$ cat src/rtl/mips_cpu_load_unit.sv
// Load-path stage: issues one word read, aligns/extends the returned data and drives the
// register-file write controls. All outputs are registered.
module mips_cpu_load_unit #(
  parameter int unsigned TIMEOUT = 255
) (
  input  logic        clk,
  input  logic        reset,
  input  logic        start,
  input  logic [2:0]  load_type,
  input  logic [31:0] addr,
  input  logic [4:0]  dest_reg,
  output logic [31:0] mem_address,
  output logic        mem_read,
  output logic [3:0]  mem_byteenable,
  input  logic        mem_waitrequest,
  input  logic [31:0] mem_readdata,
  output logic        rf_write_enable,
  output logic [4:0]  rf_write_reg,
  output logic [31:0] rf_write_data,
  output logic        rf_orwrite,
  output logic [1:0]  rf_shiftdata,
  output logic        rf_loadlorloadr,
  output logic        busy,
  output logic        done,
  output logic        error
);

  localparam logic [2:0] LdLb  = 3'd0;
  localparam logic [2:0] LdLh  = 3'd1;
  localparam logic [2:0] LdLwl = 3'd2;
  localparam logic [2:0] LdLw  = 3'd3;
  localparam logic [2:0] LdLbu = 3'd4;
  localparam logic [2:0] LdLhu = 3'd5;
  localparam logic [2:0] LdLwr = 3'd6;
  localparam logic [2:0] LdBad = 3'd7;

  typedef enum logic [1:0] {StIdle, StReq, StWb, StErr} state_e;

  state_e      state_q, state_d;
  logic [2:0]  type_q, type_d;
  logic [1:0]  off_q, off_d;
  logic [4:0]  dest_q, dest_d;
  logic [31:0] cnt_q, cnt_d;

  logic [31:0] mem_address_q, mem_address_d;
  logic        mem_read_q, mem_read_d;
  logic [3:0]  mem_be_q, mem_be_d;
  logic        rf_we_q, rf_we_d;
  logic [4:0]  rf_reg_q, rf_reg_d;
  logic [31:0] rf_data_q, rf_data_d;
  logic        rf_or_q, rf_or_d;
  logic [1:0]  rf_sh_q, rf_sh_d;
  logic        rf_lr_q, rf_lr_d;
  logic        busy_q, busy_d;
  logic        done_q, done_d;
  logic        error_q, error_d;

  logic        bad_req;
  logic [3:0]  req_be;
  logic [7:0]  lane_b;
  logic [15:0] lane_h;
  logic [1:0]  merge_sh;
  logic [31:0] aligned;

  // Request decode on the raw inputs, used only when accepting a start in IDLE.
  always_comb begin
    bad_req = 1'b0;
    req_be  = 4'b1111;
    case (load_type)
      LdLb, LdLbu: req_be = 4'b0001 << addr[1:0];
      LdLh, LdLhu: begin
        req_be  = addr[1] ? 4'b1100 : 4'b0011;
        bad_req = addr[0];
      end
      LdLw:    bad_req = (addr[1:0] != 2'b00);
      LdBad:   bad_req = 1'b1;
      default: req_be = 4'b1111;
    endcase
  end

  // Alignment of the returned word using the latched type and byte offset.
  always_comb begin
    lane_b   = mem_readdata[{off_q, 3'b000} +: 8];
    lane_h   = off_q[1] ? mem_readdata[31:16] : mem_readdata[15:0];
    merge_sh = 2'd3 - off_q;
    case (type_q)
      LdLb:    aligned = {{24{lane_b[7]}}, lane_b};
      LdLbu:   aligned = {24'b0, lane_b};
      LdLh:    aligned = {{16{lane_h[15]}}, lane_h};
      LdLhu:   aligned = {16'b0, lane_h};
      LdLwl:   aligned = mem_readdata << {merge_sh, 3'b000};
      LdLwr:   aligned = mem_readdata >> {off_q, 3'b000};
      default: aligned = mem_readdata;
    endcase
  end

  always_comb begin
    state_d       = state_q;
    type_d        = type_q;
    off_d         = off_q;
    dest_d        = dest_q;
    cnt_d         = cnt_q;
    mem_address_d = mem_address_q;
    mem_read_d    = mem_read_q;
    mem_be_d      = mem_be_q;
    rf_we_d       = 1'b0;
    rf_reg_d      = rf_reg_q;
    rf_data_d     = rf_data_q;
    rf_or_d       = rf_or_q;
    rf_sh_d       = rf_sh_q;
    rf_lr_d       = rf_lr_q;
    done_d        = 1'b0;
    error_d       = 1'b0;

    unique case (state_q)
      StIdle: begin
        if (start) begin
          type_d = load_type;
          off_d  = addr[1:0];
          dest_d = dest_reg;
          cnt_d  = '0;
          if (bad_req) begin
            state_d = StErr;
            error_d = 1'b1;
          end else begin
            state_d       = StReq;
            mem_read_d    = 1'b1;
            mem_address_d = {addr[31:2], 2'b00};
            mem_be_d      = req_be;
          end
        end
      end
      StReq: begin
        if (!mem_waitrequest) begin
          state_d    = StWb;
          mem_read_d = 1'b0;
          rf_we_d    = (dest_q != 5'd0);
          rf_reg_d   = dest_q;
          rf_data_d  = aligned;
          rf_or_d    = (type_q == LdLwl) || (type_q == LdLwr);
          rf_sh_d    = rf_or_d ? merge_sh : 2'd0;
          rf_lr_d    = (type_q == LdLwr);
          done_d     = 1'b1;
        end else begin
          cnt_d = cnt_q + 32'd1;
          if ((TIMEOUT != 0) && (cnt_d >= TIMEOUT)) begin
            state_d    = StErr;
            mem_read_d = 1'b0;
            error_d    = 1'b1;
          end
        end
      end
      StWb:    state_d = StIdle;
      StErr:   state_d = StIdle;
      default: state_d = StIdle;
    endcase

    busy_d = (state_d != StIdle);
  end

  always_ff @(posedge clk) begin
    if (!reset) begin
      state_q       <= StIdle;
      type_q        <= '0;
      off_q         <= '0;
      dest_q        <= '0;
      cnt_q         <= '0;
      mem_address_q <= '0;
      mem_read_q    <= 1'b0;
      mem_be_q      <= '0;
      rf_we_q       <= 1'b0;
      rf_reg_q      <= '0;
      rf_data_q     <= '0;
      rf_or_q       <= 1'b0;
      rf_sh_q       <= '0;
      rf_lr_q       <= 1'b0;
      busy_q        <= 1'b0;
      done_q        <= 1'b0;
      error_q       <= 1'b0;
    end else begin
      state_q       <= state_d;
      type_q        <= type_d;
      off_q         <= off_d;
      dest_q        <= dest_d;
      cnt_q         <= cnt_d;
      mem_address_q <= mem_address_d;
      mem_read_q    <= mem_read_d;
      mem_be_q      <= mem_be_d;
      rf_we_q       <= rf_we_d;
      rf_reg_q      <= rf_reg_d;
      rf_data_q     <= rf_data_d;
      rf_or_q       <= rf_or_d;
      rf_sh_q       <= rf_sh_d;
      rf_lr_q       <= rf_lr_d;
      busy_q        <= busy_d;
      done_q        <= done_d;
      error_q       <= error_d;
    end
  end

  assign mem_address     = mem_address_q;
  assign mem_read        = mem_read_q;
  assign mem_byteenable  = mem_be_q;
  assign rf_write_enable = rf_we_q;
  assign rf_write_reg    = rf_reg_q;
  assign rf_write_data   = rf_data_q;
  assign rf_orwrite      = rf_or_q;
  assign rf_shiftdata    = rf_sh_q;
  assign rf_loadlorloadr = rf_lr_q;
  assign busy            = busy_q;
  assign done            = done_q;
  assign error           = error_q;

endmodule

$ cat config.mk
export PLATFORM = sky130hd
export DESIGN_NAME = mips_cpu_load_unit
export DESIGN_NICKNAME = d
export VERILOG_FILES = /design/src/rtl/mips_cpu_load_unit.sv
export SDC_FILE = /design/constraint.sdc
export NUM_CORES = 1
export LEC_CHECK = 0
export CORE_UTILIZATION = 44
export DETAILED_ROUTE_END_ITERATION = 8
export PLACE_DENSITY = 0.76
export SYNTH_ARGS = -nofsm -noshare
export SYNTH_HDL_FRONTEND = slang
export SYNTH_SLANG_ARGS = --single-unit
$ cat constraint.sdc
create_clock -name clk -period 7.71 [get_ports clk]
set_input_delay 1.542 -clock clk [delete_from_list [all_inputs] [get_ports clk]]
set_output_delay 1.542 -clock clk [all_outputs]
set_load 0.03 [all_outputs]
==> summary.md, run 1 <==
| Metric | Value |
|---|---|
| Routed length on met1 | `8.36 mm` |
| Setup-failing EPs final | `0` |
| DRC errors left | `0` |
| Number of iterations in the first detailed-routing pass | `5` |
| Nets@finish | `1048` |
| Sequential share of power | `38.8%` |
| Wire length of the first global-routing pass | `30.4 mm` |
| Post-synth cell types | `65` |
| Worst min-delay path category | `reg2reg` |
| Number of fill cells in the layout | `1320` |
| Antenna cells | `0` |
| Placer's final routability congestion estimate | `0.876` |
| Count of hold buffers inserted by post-cts repair | `0` |
| Slew Limit Headroom | `29.3%` |
| Total length of routed met2 wires | `9.41 mm` |
| Met3 wire length | `1.33 mm` |
| Synthesized instance count | `859` |
| Std-Cell Core Area | `14500 um2` |
| Count of flip-flops with a built-in enable after synthesis | `0` |
| Switching share of power | `27.7%` |
| Post-synthesis instance area | `6520 um2` |
| Sequential cell area fraction in the yosys report | `38.1%` |
| Cell taking the most area after synthesis | `sky130_fd_sc_hd__dfxtp_1` |
| TritonCTS clock tree | `yes` |
| Skew final | `0.00756 ns` |
| Area contributors post-synth | `sky130_fd_sc_hd__dfxtp_1, sky130_fd_sc_hd__nand2_1, sky130_fd_sc_hd__a21oi_1` |
| Power density normalized to cell area | `206 nW/um2` |
| Final core utilization | `59.3%` |
| Internal power of the cells | `0.00128 W` |
| Register bit count reported by yosys | `124` |
| Achievable clock frequency | `269 MHz` |
| Clock period minus worst slack | `3.71 ns` |
| Initial core utilization | `45.0%` |
| Transition time of the tightest slew-check pin | `1.06 ns` |
| Total chip power | `0.00177 W` |
| Arrival @ worst endpoint | `4.06 ns` |
| Via-per-instance ratio | `5.82` |
| Buffer depth of the longest clock path | `2` |
| Post-synth top area share | `38.1%` |
| Chip height | `124 um` |
| Post-CTS Setup Repair Bufs | `0` |
| Post-CTS clock slew at the launch and capture registers of the worst setup and hold paths | `0.05 ns` |
| X dimension of the die | `124 um` |
| Number of warnings printed during yosys synthesis | `0` |
| WL final | `19.7 mm` |
| Post-CTS Resized | `0` |
| Total overflow reported by the global router | `0` |
| Critical setup path kind | `in2reg` |
| Top routing layer used | `met4` |
| P_leak | `2.89 nW` |
| Number of pins with negative max-slew slack in the final report | `0` |
| Critical-path maximum fanout | `9` |
| Total via count after detailed routing | `6793` |
| Inserted Clock Buffers | `17` |
| Average routed wire per standard cell | `16.8 um` |
| Total global-route track usage | `25.4%` |
| Clock latency reported for the late side of the worst-skew pair | `0.42 ns` |
| RSZ-0062 raised after global routing | `false` |
| Layout overhead on the synthesized area | `31.8%` |
| ANT nets after route | `0` |
| Async set-reset flop share out of synthesis | `0%` |
| Number of global-route vias before repair | `6002` |
| Result of the run | `finished, final reports clean` |
| Clock root buffer | `sky130_fd_sc_hd__clkbuf_16` |
| DP HPWL | `13.1 mm` |
| Post-synthesis average cell area | `7.59 um2` |
| Number of I/O pins | `158` |
| Pin count of the biggest net entering global routing | `100` |
| Worst setup EP type | `register` |
| Antenna violations before repair | `0` |
| Iteration-0 DRC Markers | `495` |
| Req. time, crit path | `8.05 ns` |
| Buffers added on ports | `155` |
| Final period util | `48.2%` |
| Number of H-tree levels | `4` |
| Most used DFF post-synth | `sky130_fd_sc_hd__dfxtp_1` |
| Clock Sinks | `124` |
| # rows | `44` |
| Setup TNS | `0 ns` |
| Final hold violations | `0` |
| Die Area | `15300 um2` |
| Switching power | `0.000489 W` |
| Max Cap Viol | `0` |
| Clock network power share | `44.1%` |
| Comb power frac | `17.0%` |
| IR drop worst, VDD | `0.157 mV` |
| Critical Path Start Type | `input pin` |
| Cell area after placement | `8010 um2` |
| Ratio of cells with drive above 1 in the final layout | `6.82%` |
| Final instance area | `8590 um2` |
layout by cell type, fill, tap and decap left out, drive strengths merged, types with 3 or more instances in the layout:
master | synthesis | final
a311oi | 11 | 11
clkinv | 0 | 5
buf | 26 | 9
or4 | 4 | 4
clkdlybuf4s50 | 0 | 155
a221oi | 10 | 10
a21oi | 112 | 112
and3 | 8 | 8
nand4 | 13 | 13
clkinvlp | 0 | 4
o21a | 3 | 3
and2 | 7 | 7
nor3 | 27 | 27
nand2b | 7 | 7
mux2i | 16 | 16
and4 | 5 | 5
nand2 | 175 | 175
o221ai | 8 | 8
o21ai | 47 | 47
nor2 | 63 | 63
inv | 9 | 9
xnor2 | 11 | 11
dfxtp | 124 | 124
nand3 | 17 | 17
a211oi | 9 | 9
mux2 | 9 | 9
clkbuf | 46 | 21
nor4 | 6 | 6
or3 | 3 | 3
nor2b | 8 | 8
o22ai | 11 | 11
o211a | 3 | 3
a31oi | 23 | 23
a22oi | 14 | 14
metrics by stage:
stage,instances,hold slack (ns),worst slack [ns]
after floorplan,860,0.440,4.61
after global placement,1135,0.440,3.69
after detailed placement,1135,0.446,3.64
after CTS,1167,0.454,4.07
after global routing,1167,0.477,3.80
final,1167,0.452,4.00
path summary, 6_finish.rpt:
kind / start / endpoint / depth (start not counted) / slack (ns)
worst max-delay path: mem_readdata[31] / rf_write_data[31] / 8 / 4.00
worst min-delay path: mem_address[23] / mem_address[23] / 2 / 0.45
worst max register to register: cnt_q[4] / state_q[1] / 6 / 4.70
worst min register to register: mem_address[23] / mem_address[23] / 2 / 0.45
worst max-delay path: stages:
cell,delay [ns]
sky130_fd_sc_hd__clkdlybuf4s50_1,0.57
sky130_fd_sc_hd__mux4_2,0.32
sky130_fd_sc_hd__nor2_1,0.05
sky130_fd_sc_hd__a2111oi_0,0.48
sky130_fd_sc_hd__nand2b_1,0.39
sky130_fd_sc_hd__o21bai_1,0.40
sky130_fd_sc_hd__nand2_1,0.12
sky130_fd_sc_hd__a31oi_1,0.18
cell usage after synthesis, types with 10 or more instances:
cell type / instances
sky130_fd_sc_hd__a21oi_1: 112
sky130_fd_sc_hd__a221oi_1: 10
sky130_fd_sc_hd__a22oi_1: 14
sky130_fd_sc_hd__a311oi_1: 11
sky130_fd_sc_hd__a31oi_1: 23
sky130_fd_sc_hd__clkbuf_1: 44
sky130_fd_sc_hd__dfxtp_1: 124
sky130_fd_sc_hd__mux2i_1: 16
sky130_fd_sc_hd__nand2_1: 175
sky130_fd_sc_hd__nand3_1: 14
sky130_fd_sc_hd__nand4_1: 13
sky130_fd_sc_hd__nor2_1: 63
sky130_fd_sc_hd__nor3_1: 27
sky130_fd_sc_hd__o21ai_0: 47
sky130_fd_sc_hd__o22ai_1: 11
sky130_fd_sc_hd__xnor2_1: 11
power by group through the flow:
stage	Combinational [W]	Clock, W	Sequential, W
5_1_grt	0.000323	0.000819	0.000690
3_5_place_dp	0.000297	0	0.000700
2_1_floorplan	0.000128	0	0.000741
6_report	0.000301	0.000781	0.000687
3_3_place_gp	0.000295	0	0.000699
4_1_cts	0.000299	0.000790	0.000686
per-layer routing:
| layer | GRT usage [%] | vias up |
|---|---|---|
| met4 | 11.5 | 0 |
| met1 | 32.3 | 3165 |
| met2 | 41.1 | 282 |
| met5 | 0 | - |
| met3 | 5.27 | 44 |
| li1 | - | 3302 |
cell families after synthesis:
logic type / after synthesis / share of synthesized area [%]
other: 1 / 0.0575
and+or+nand+nor: 347 / 24.6
AOI/OAI and AO/OA: 264 / 24.7
muxes: 26 / 4.36
DFF: 124 / 38.1
buffers and inverters: 82 / 6.10
adders and majority gates: 2 / 0.384
xor gates and xnor gates: 13 / 1.75
final cells by class:
cell class | count | area [um2] | area share (%)
Multi-Input combinational cell | 654 | 3650 | 42.4
Timing Repair Buffer | 164 | 1620 | 18.8
Clock inverter | 11 | 119 | 1.38
Sequential cell | 124 | 2480 | 28.9
Tap cell | 184 | 230 | 2.68
Clock buffer | 21 | 460 | 5.36
Inverter | 9 | 33.8 | 0.393
Note: power is estimated with default switching activity, not from simulation.
==> inputs of run 2 (changes only) <==
==> constraint.sdc (replaced) <==
create_clock -name clk -period 3.7 [get_ports clk]
set_input_delay 0.74 -clock clk [delete_from_list [all_inputs] [get_ports clk]]
set_output_delay 0.74 -clock clk [all_outputs]
set_load 0.03 [all_outputs]
==> run 2 against run 1 <==
- the run now ends with design-rule violations left
- sequential power up 110%
- critical path depth shrank 2
- cell count up 0.43%
- sequential share of layout area fell by 0.53 points
- count of clock-buffer cells in the layout shrank 2
- setup slack worse by 3.2 ns
- non-clock buffer count rose by 5
- critical endpoint is now error
- largest cell class unchanged
==> summary.md, run 2 (synthesized netlist as in run 1, its figures left out) <==
| Metric | Value |
|---|---|
| DRC errors left | `1 (+1)` |
| Layout overhead on the synthesized area | `34.3%` |
| RSZ-0062 raised after global routing | `false` |
| Final period util | `78.6%` |
| Switching share of power | `26.2% (-1.5 points)` |
| Transition time of the tightest slew-check pin | `0.857 ns (-0.200 ns)` |
| Number of I/O pins | `158 (unchanged)` |
| DP HPWL | `13.7 mm (+4.5%)` |
| Clock latency reported for the late side of the worst-skew pair | `0.42 ns (about the same)` |
| Initial core utilization | `45.0% (unchanged)` |
| Count of hold buffers inserted by post-cts repair | `0 (unchanged)` |
| Slew Limit Headroom | `42.8% (+14 points)` |
| Worst slack at placement | `0.576 ns (-3.06 ns)` |
| P_leak | `2.98 nW (+3.0%)` |
| TritonCTS clock tree | `yes` |
| Std-Cell Core Area | `14500 um2 (unchanged)` |
| Crit Reg-Reg Startpoint | `cnt_q[4]` |
| Clock period minus worst slack | `2.91 ns` |
| Worst setup EP type | `register` |
| Die Area | `15300 um2 (unchanged)` |
| Total global-route track usage | `26.5% (+1.2 points)` |
| Slack of the worst reg-to-reg path | `0.79 ns (-3.91 ns)` |
| Final hold violations | `0 (unchanged)` |
| Worst-case reg-to-reg path depth | `6 (unchanged)` |
| Commonest cells after routing, fill and taps aside | `sky130_fd_sc_hd__nand2_1, sky130_fd_sc_hd__clkdlybuf4s50_1, sky130_fd_sc_hd__dfxtp_1` |
| Critical-path maximum fanout | `11 (+2)` |
| Skew final | `0.00830 ns (+0.000744 ns)` |
| Inserted Clock Buffers | `17 (unchanged)` |
| Antenna cells | `0 (unchanged)` |
| Comb power frac | `15.9% (-1.1 points)` |
| Capture point of the worst reg-to-reg path | `error` |
| WL final | `20.4 mm (+3.7%)` |
| Area of combinational cells with multiple inputs | `3650 um2 (unchanged)` |
| Internal power of the cells | `0.00296 W (+130%)` |
| Critical setup path kind | `reg2reg` |
| Ratio of cells with drive above 1 in the final layout | `7.49% (+0.67 points)` |
| Clock root buffer | `sky130_fd_sc_hd__clkbuf_16` |
| Number of global-route vias before repair | `6165 (+2.7%)` |
| Violations in the final reports | `design-rule violations` |
| Achievable clock frequency | `344 MHz` |
| # rows | `44 (unchanged)` |
| Post-CTS Setup Repair Bufs | `0 (unchanged)` |
| IR drop worst, VDD | `0.332 mV (+110%)` |
| Clock Sinks | `124 (unchanged)` |
| Power density normalized to cell area | `458 nW/um2 (+120%)` |
| Arrival @ worst endpoint | `3.17 ns (-0.89 ns)` |
| Post-CTS Resized | `0 (unchanged)` |
| ANT nets after route | `0 (unchanged)` |
| Placer's final routability congestion estimate | `0.908 (+3.7%)` |
| Via-per-instance ratio | `5.85 (+0.45%)` |
| Iteration-0 DRC Markers | `745 (+51%)` |
| Number of iterations in the first detailed-routing pass | `9 (+4)` |
| Number of fill cells in the layout | `1323 (+0.23%)` |
| Switching power | `0.00105 W (+110%)` |
| Clock network power share | `48.2% (+4.1 points)` |
| Antenna violations before repair | `0 (unchanged)` |
| Crit path launch | `cnt_q[4]` |
| Nets@finish | `1053 (+0.48%)` |
| Worst setup path endpoint | `error` |
| Total overflow reported by the global router | `0 (unchanged)` |
| Final worst-path setup slack | `0.792 ns (-3.20 ns)` |
| Result of the run | `finished, violations left` |
| Max Cap Viol | `0 (unchanged)` |
| X dimension of the die | `124 um (unchanged)` |
| Buffer depth of the longest clock path | `2 (unchanged)` |
| Buffers added on ports | `155 (unchanged)` |
| Number of pins with negative max-slew slack in the final report | `0 (unchanged)` |
| Pin count of the biggest net entering global routing | `41 (-59%)` |
| Wire length of the first global-routing pass | `31.6 mm (+3.7%)` |
| Total via count after detailed routing | `6853 (+0.88%)` |
| Req. time, crit path | `3.96 ns (-4.09 ns)` |
| Sequential share of power | `35.8% (-3.0 points)` |
| Number of H-tree levels | `4 (unchanged)` |
| Setup-failing EPs final | `0 (unchanged)` |
| Setup TNS | `0 ns (unchanged)` |
| Final core utilization | `60.4% (+1.1 points)` |
| Chip height | `124 um (unchanged)` |
| Most common library cell in the layout ignoring fill and taps | `sky130_fd_sc_hd__nand2_1` |
| Register cell area after layout | `2480 um2 (unchanged)` |
| Worst min-delay path category | `reg2reg` |
| Average routed wire per standard cell | `17.4 um (+3.3%)` |
| Post-CTS clock slew at the launch and capture registers of the worst setup and hold paths | `0.06 ns (about the same)` |
| Critical Path Start Type | `register` |
-- run 2: changes by cell type in the layout (fill, tap and decap cells not counted), sizes merged --
cell | before | now
buf | 9 | 14
inv | 9 | 10
bufinv | 2 | 6
clkinvlp | 4 | 1
clkbuf | 21 | 19
-- run 2: cell type report --
type                    count  area share [%]
multi-input cells         654            41.7
inverters                   9           0.386
clock buffers              19            5.18
well taps                 184            2.63
flip-flops and latches    124            28.4
clock inverters            13            2.70
repair buffers            169            19.1
-- run 2: how the worst min path moves through the flow --
| stage | from | to | slack (ns) | cells past startpoint |
|---|---|---|---|---|
| 3_5_place_dp | mem_address[10] | mem_address[10] | 0.45 | 2 |
| 2_1_floorplan | dest_q[3] | rf_write_reg[3] | 0.44 | 2 |
| 3_3_place_gp | mem_address[10] | mem_address[10] | 0.44 | 2 |
| 4_1_cts | mem_address[10] | mem_address[10] | 0.45 | 2 |
| 5_1_grt | rf_orwrite | rf_orwrite | 0.47 | 2 |
| 6_report | mem_address[10] | mem_address[10] | 0.45 | 2 |
-- run 2: per-stage QoR --
| step | instances | total power [W] | hold slack (ns) | instance area (um2) |
|---|---|---|---|---|
| final | 1172 | 0.00400 | 0.453 | 8750 |
| after CTS | 1172 | 0.00403 | 0.454 | 8750 |
| after global routing | 1172 | 0.00414 | 0.470 | 8750 |
| after floorplan | 860 | 0.00181 | 0.440 | 6520 |
| after detailed placement | 1140 | 0.00209 | 0.446 | 8060 |
| after global placement | 1140 | 0.00208 | 0.441 | 8060 |
-- run 2: power by group through the flow --
| stage | Clock, W | Combinational, W | Sequential (W) |
|---|---|---|---|
| after detailed placement | 0 | 0.000630 | 0.00146 |
| after global routing | 0.00201 | 0.000687 | 0.00144 |
| after floorplan | 0 | 0.000267 | 0.00154 |
| final | 0.00193 | 0.000639 | 0.00143 |
| after CTS | 0.00196 | 0.000634 | 0.00143 |
| after global placement | 0 | 0.000625 | 0.00146 |
-- run 2: worst max-delay path, cell delays in order (launching register included) --
cell and delay (ns):
sky130_fd_sc_hd__dfxtp_1 0.45, sky130_fd_sc_hd__nand4_1 0.43, sky130_fd_sc_hd__nor4_1 0.73, sky130_fd_sc_hd__a31oi_1 0.16
sky130_fd_sc_hd__or4_4 0.52, sky130_fd_sc_hd__o41ai_2 0.34, sky130_fd_sc_hd__a211oi_1 0.11
-- run 2: routing by layer --
metal	global-route usage, %	vias to the layer above	wire, um
li1	-	3316	-
met1	33.2	3170	8410
met2	42.9	317	9690
met3	6.41	50	1570
met4	12.5	0	719
met5	0	-	0
==> inputs of run 3 (changes only) <==
==> constraint.sdc (replaced) <==
create_clock -name clk -period 2.7 [get_ports clk]
set_input_delay 0.54 -clock clk [delete_from_list [all_inputs] [get_ports clk]]
set_output_delay 0.54 -clock clk [all_outputs]
set_load 0.03 [all_outputs]
==> run 3 against run 2 <==
- the flow now finishes without violations
- highest routed layer unchanged
- cell area up 2.0%
- largest cell class unchanged
- sequential power is 37% higher
- die area unchanged
- routed wire length decreased by 0.74%
- critical path type unchanged
- register-to-register slack got worse by 0.62 ns
- critical endpoint unchanged
- clock power increased by 13%
- count of clock-buffer cells in the layout increased by 2
==> summary.md, run 3 (synthesized netlist as in run 1, its figures left out) <==
| Metric | Value |
|---|---|
| Number of pins with negative max-slew slack in the final report | `0 (unchanged)` |
| Worst-case reg-to-reg path depth | `8 (+2)` |
| Inserted Clock Buffers | `17 (unchanged)` |
| Most common library cell in the layout ignoring fill and taps | `sky130_fd_sc_hd__nand2_1` |
| Setup-failing EPs final | `0 (unchanged)` |
| P_leak | `3.11 nW (+4.4%)` |
| Skew final | `0.0109 ns (+0.00258 ns)` |
| Antenna cells | `0 (unchanged)` |
| Achievable clock frequency | `396 MHz (+15%)` |
| DRC errors left | `0 (-1)` |
| Number of I/O pins | `158 (unchanged)` |
| End of the worst hold path | `mem_address[11]` |
| Critical setup path kind | `reg2reg` |
| Number of global-route vias before repair | `6248 (+1.3%)` |
| Max Cap Viol | `0 (unchanged)` |
| Worst min-delay path category | `reg2reg` |
| Wire length of the first global-routing pass | `31.5 mm (-0.22%)` |
| Worst hold path cell count | `2 (unchanged)` |
| RSZ-0062 raised after global routing | `false` |
| Critical-path maximum fanout | `6 (-5)` |
| Result of the run | `finished, final reports clean` |
| DP HPWL | `14.1 mm (+2.6%)` |
| Slew Limit Headroom | `48.4% (+5.5 points)` |
| Buffer depth of the longest clock path | `2 (unchanged)` |
| Layout overhead on the synthesized area | `37.0%` |
| Total via count after detailed routing | `7018 (+2.4%)` |
| Post-CTS clock slew at the launch and capture registers of the worst setup and hold paths | `0.06 ns (about the same)` |
| Std-Cell Core Area | `14500 um2 (unchanged)` |
| Final period util | `93.6% (+15 points)` |
| Number of H-tree levels | `4 (unchanged)` |
| Launch point of the worst hold path | `mem_address[11]` |
| WL final | `20.2 mm (-0.74%)` |
| # rows | `44 (unchanged)` |
| Final hold violations | `0 (unchanged)` |
| TritonCTS clock tree | `yes` |
| Die Area | `15300 um2 (unchanged)` |
| Slack of the worst reg-to-reg path | `0.17 ns (-0.62 ns)` |
| Total overflow reported by the global router | `0 (unchanged)` |
| Average routed wire per standard cell | `16.8 um (-3.6%)` |
| Number of iterations in the first detailed-routing pass | `5 (-4)` |
| Worst setup EP type | `register` |
| Antenna violations before repair | `0 (unchanged)` |
| Clock root buffer | `sky130_fd_sc_hd__clkbuf_16` |
| Chip height | `124 um (unchanged)` |
| Initial core utilization | `45.0% (unchanged)` |
| Ratio of cells with drive above 1 in the final layout | `10.9% (+3.4 points)` |
| Placer's final routability congestion estimate | `0.927 (+2.1%)` |
| Arrival @ worst endpoint | `2.81 ns (-0.36 ns)` |
| Iteration-0 DRC Markers | `787 (+5.6%)` |
| Capture point of the worst reg-to-reg path | `error` |
| Clock Sinks | `124 (unchanged)` |
| Critical Path Start Type | `register` |
| IR drop worst, VDD | `0.467 mV (+41%)` |
| Total global-route track usage | `26.5% (-0.080 points)` |
| Clock latency reported for the late side of the worst-skew pair | `0.42 ns (about the same)` |
| Clock period minus worst slack | `2.53 ns (-0.380 ns)` |
| ANT nets after route | `0 (unchanged)` |
| Pin count of the biggest net entering global routing | `83 (+100%)` |
| Buffers added on ports | `155 (unchanged)` |
| Total chip power | `0.00505 W (+26%)` |
| Transition time of the tightest slew-check pin | `0.772 ns (-0.0858 ns)` |
| Nets@finish | `1089 (+3.4%)` |
| X dimension of the die | `124 um (unchanged)` |
| Req. time, crit path | `2.98 ns (-0.98 ns)` |
| Commonest cells after routing, fill and taps aside | `sky130_fd_sc_hd__nand2_1, sky130_fd_sc_hd__clkdlybuf4s50_1, sky130_fd_sc_hd__dfxtp_1` |
| Crit Reg-Reg Startpoint | `cnt_q[1]` |
| Count of hold buffers inserted by post-cts repair | `0 (unchanged)` |
| Via-per-instance ratio | `5.81 (-0.56%)` |
| Power density normalized to cell area | `566 nW/um2 (+24%)` |
| WHS | `0.451 ns (-0.00185 ns)` |
[run 3: layout make-up]
| class | instances | area (um2) |
|---|---|---|
| Timing Repair Buffer | 205 | 1950 |
| Clock buffer | 21 | 480 |
| Multi-Input combinational cell | 654 | 3660 |
| Inverter | 9 | 33.8 |
| Sequential cell | 124 | 2480 |
| Fill cell | 1284 | 5550 |
| Clock inverter | 10 | 91.3 |
| Tap cell | 184 | 230 |
[run 3: critical path, stage by stage (launching register included)]
cell	delay, ns
sky130_fd_sc_hd__dfxtp_1	0.33
sky130_fd_sc_hd__ha_2	0.24
sky130_fd_sc_hd__and3_4	0.24
sky130_fd_sc_hd__and4_2	0.31
sky130_fd_sc_hd__xnor2_1	0.15
sky130_fd_sc_hd__o41ai_1	0.11
sky130_fd_sc_hd__or4_1	0.57
sky130_fd_sc_hd__o41ai_2	0.32
sky130_fd_sc_hd__a211oi_1	0.12
[run 3: repair_timing]
action | CTS | global route
endpoints found under the setup margin | 0 | 3
buffers inserted | 0 | 1
resized for setup | 0 | 2
[run 3: where the power goes]
group / internal (W) / switching [W]
sequential: 0.00191 / 0.0000479
combinational: 0.000378 / 0.000527
clock: 0.00135 / 0.000832
[run 3: through the flow]
stage / utilization (%) / setup slack, ns / instance area [um2] / TNS, ns / instances
after detailed placement: 57.6 / -0.0346 / 8340 / -0.159 / 1175
after global placement: 57.6 / 0.0936 / 8340 / 0 / 1175
after floorplan: - / 0.176 / 6520 / 0 / 860
after CTS: 61.5 / 0.0277 / 8910 / 0 / 1206
final: 61.6 / 0.172 / 8930 / 0 / 1207
after global routing: 61.6 / 0.0483 / 8930 / 0 / 1207
[run 3: routing by layer]
layer	part of all wire [%]	global-route usage (%)	wire [um]	vias up
met1	42	33.3	8530	3286
li1	-	-	-	3372
met2	47	42.3	9590	307
met3	7.7	7.10	1550	53
met5	0	0	0	-
met4	2.8	11.7	567	0
[run 3: worst max path at each step]
stage                      from           endpoint  cells after the start
2_1_floorplan          cnt_q[0]              error                      9
3_3_place_gp   mem_readdata[23]  rf_write_data[26]                      8
3_5_place_dp   mem_readdata[23]  rf_write_data[28]                      8
4_1_cts                cnt_q[8]              error                      6
5_1_grt                cnt_q[8]              error                      6
6_report               cnt_q[1]              error                      8
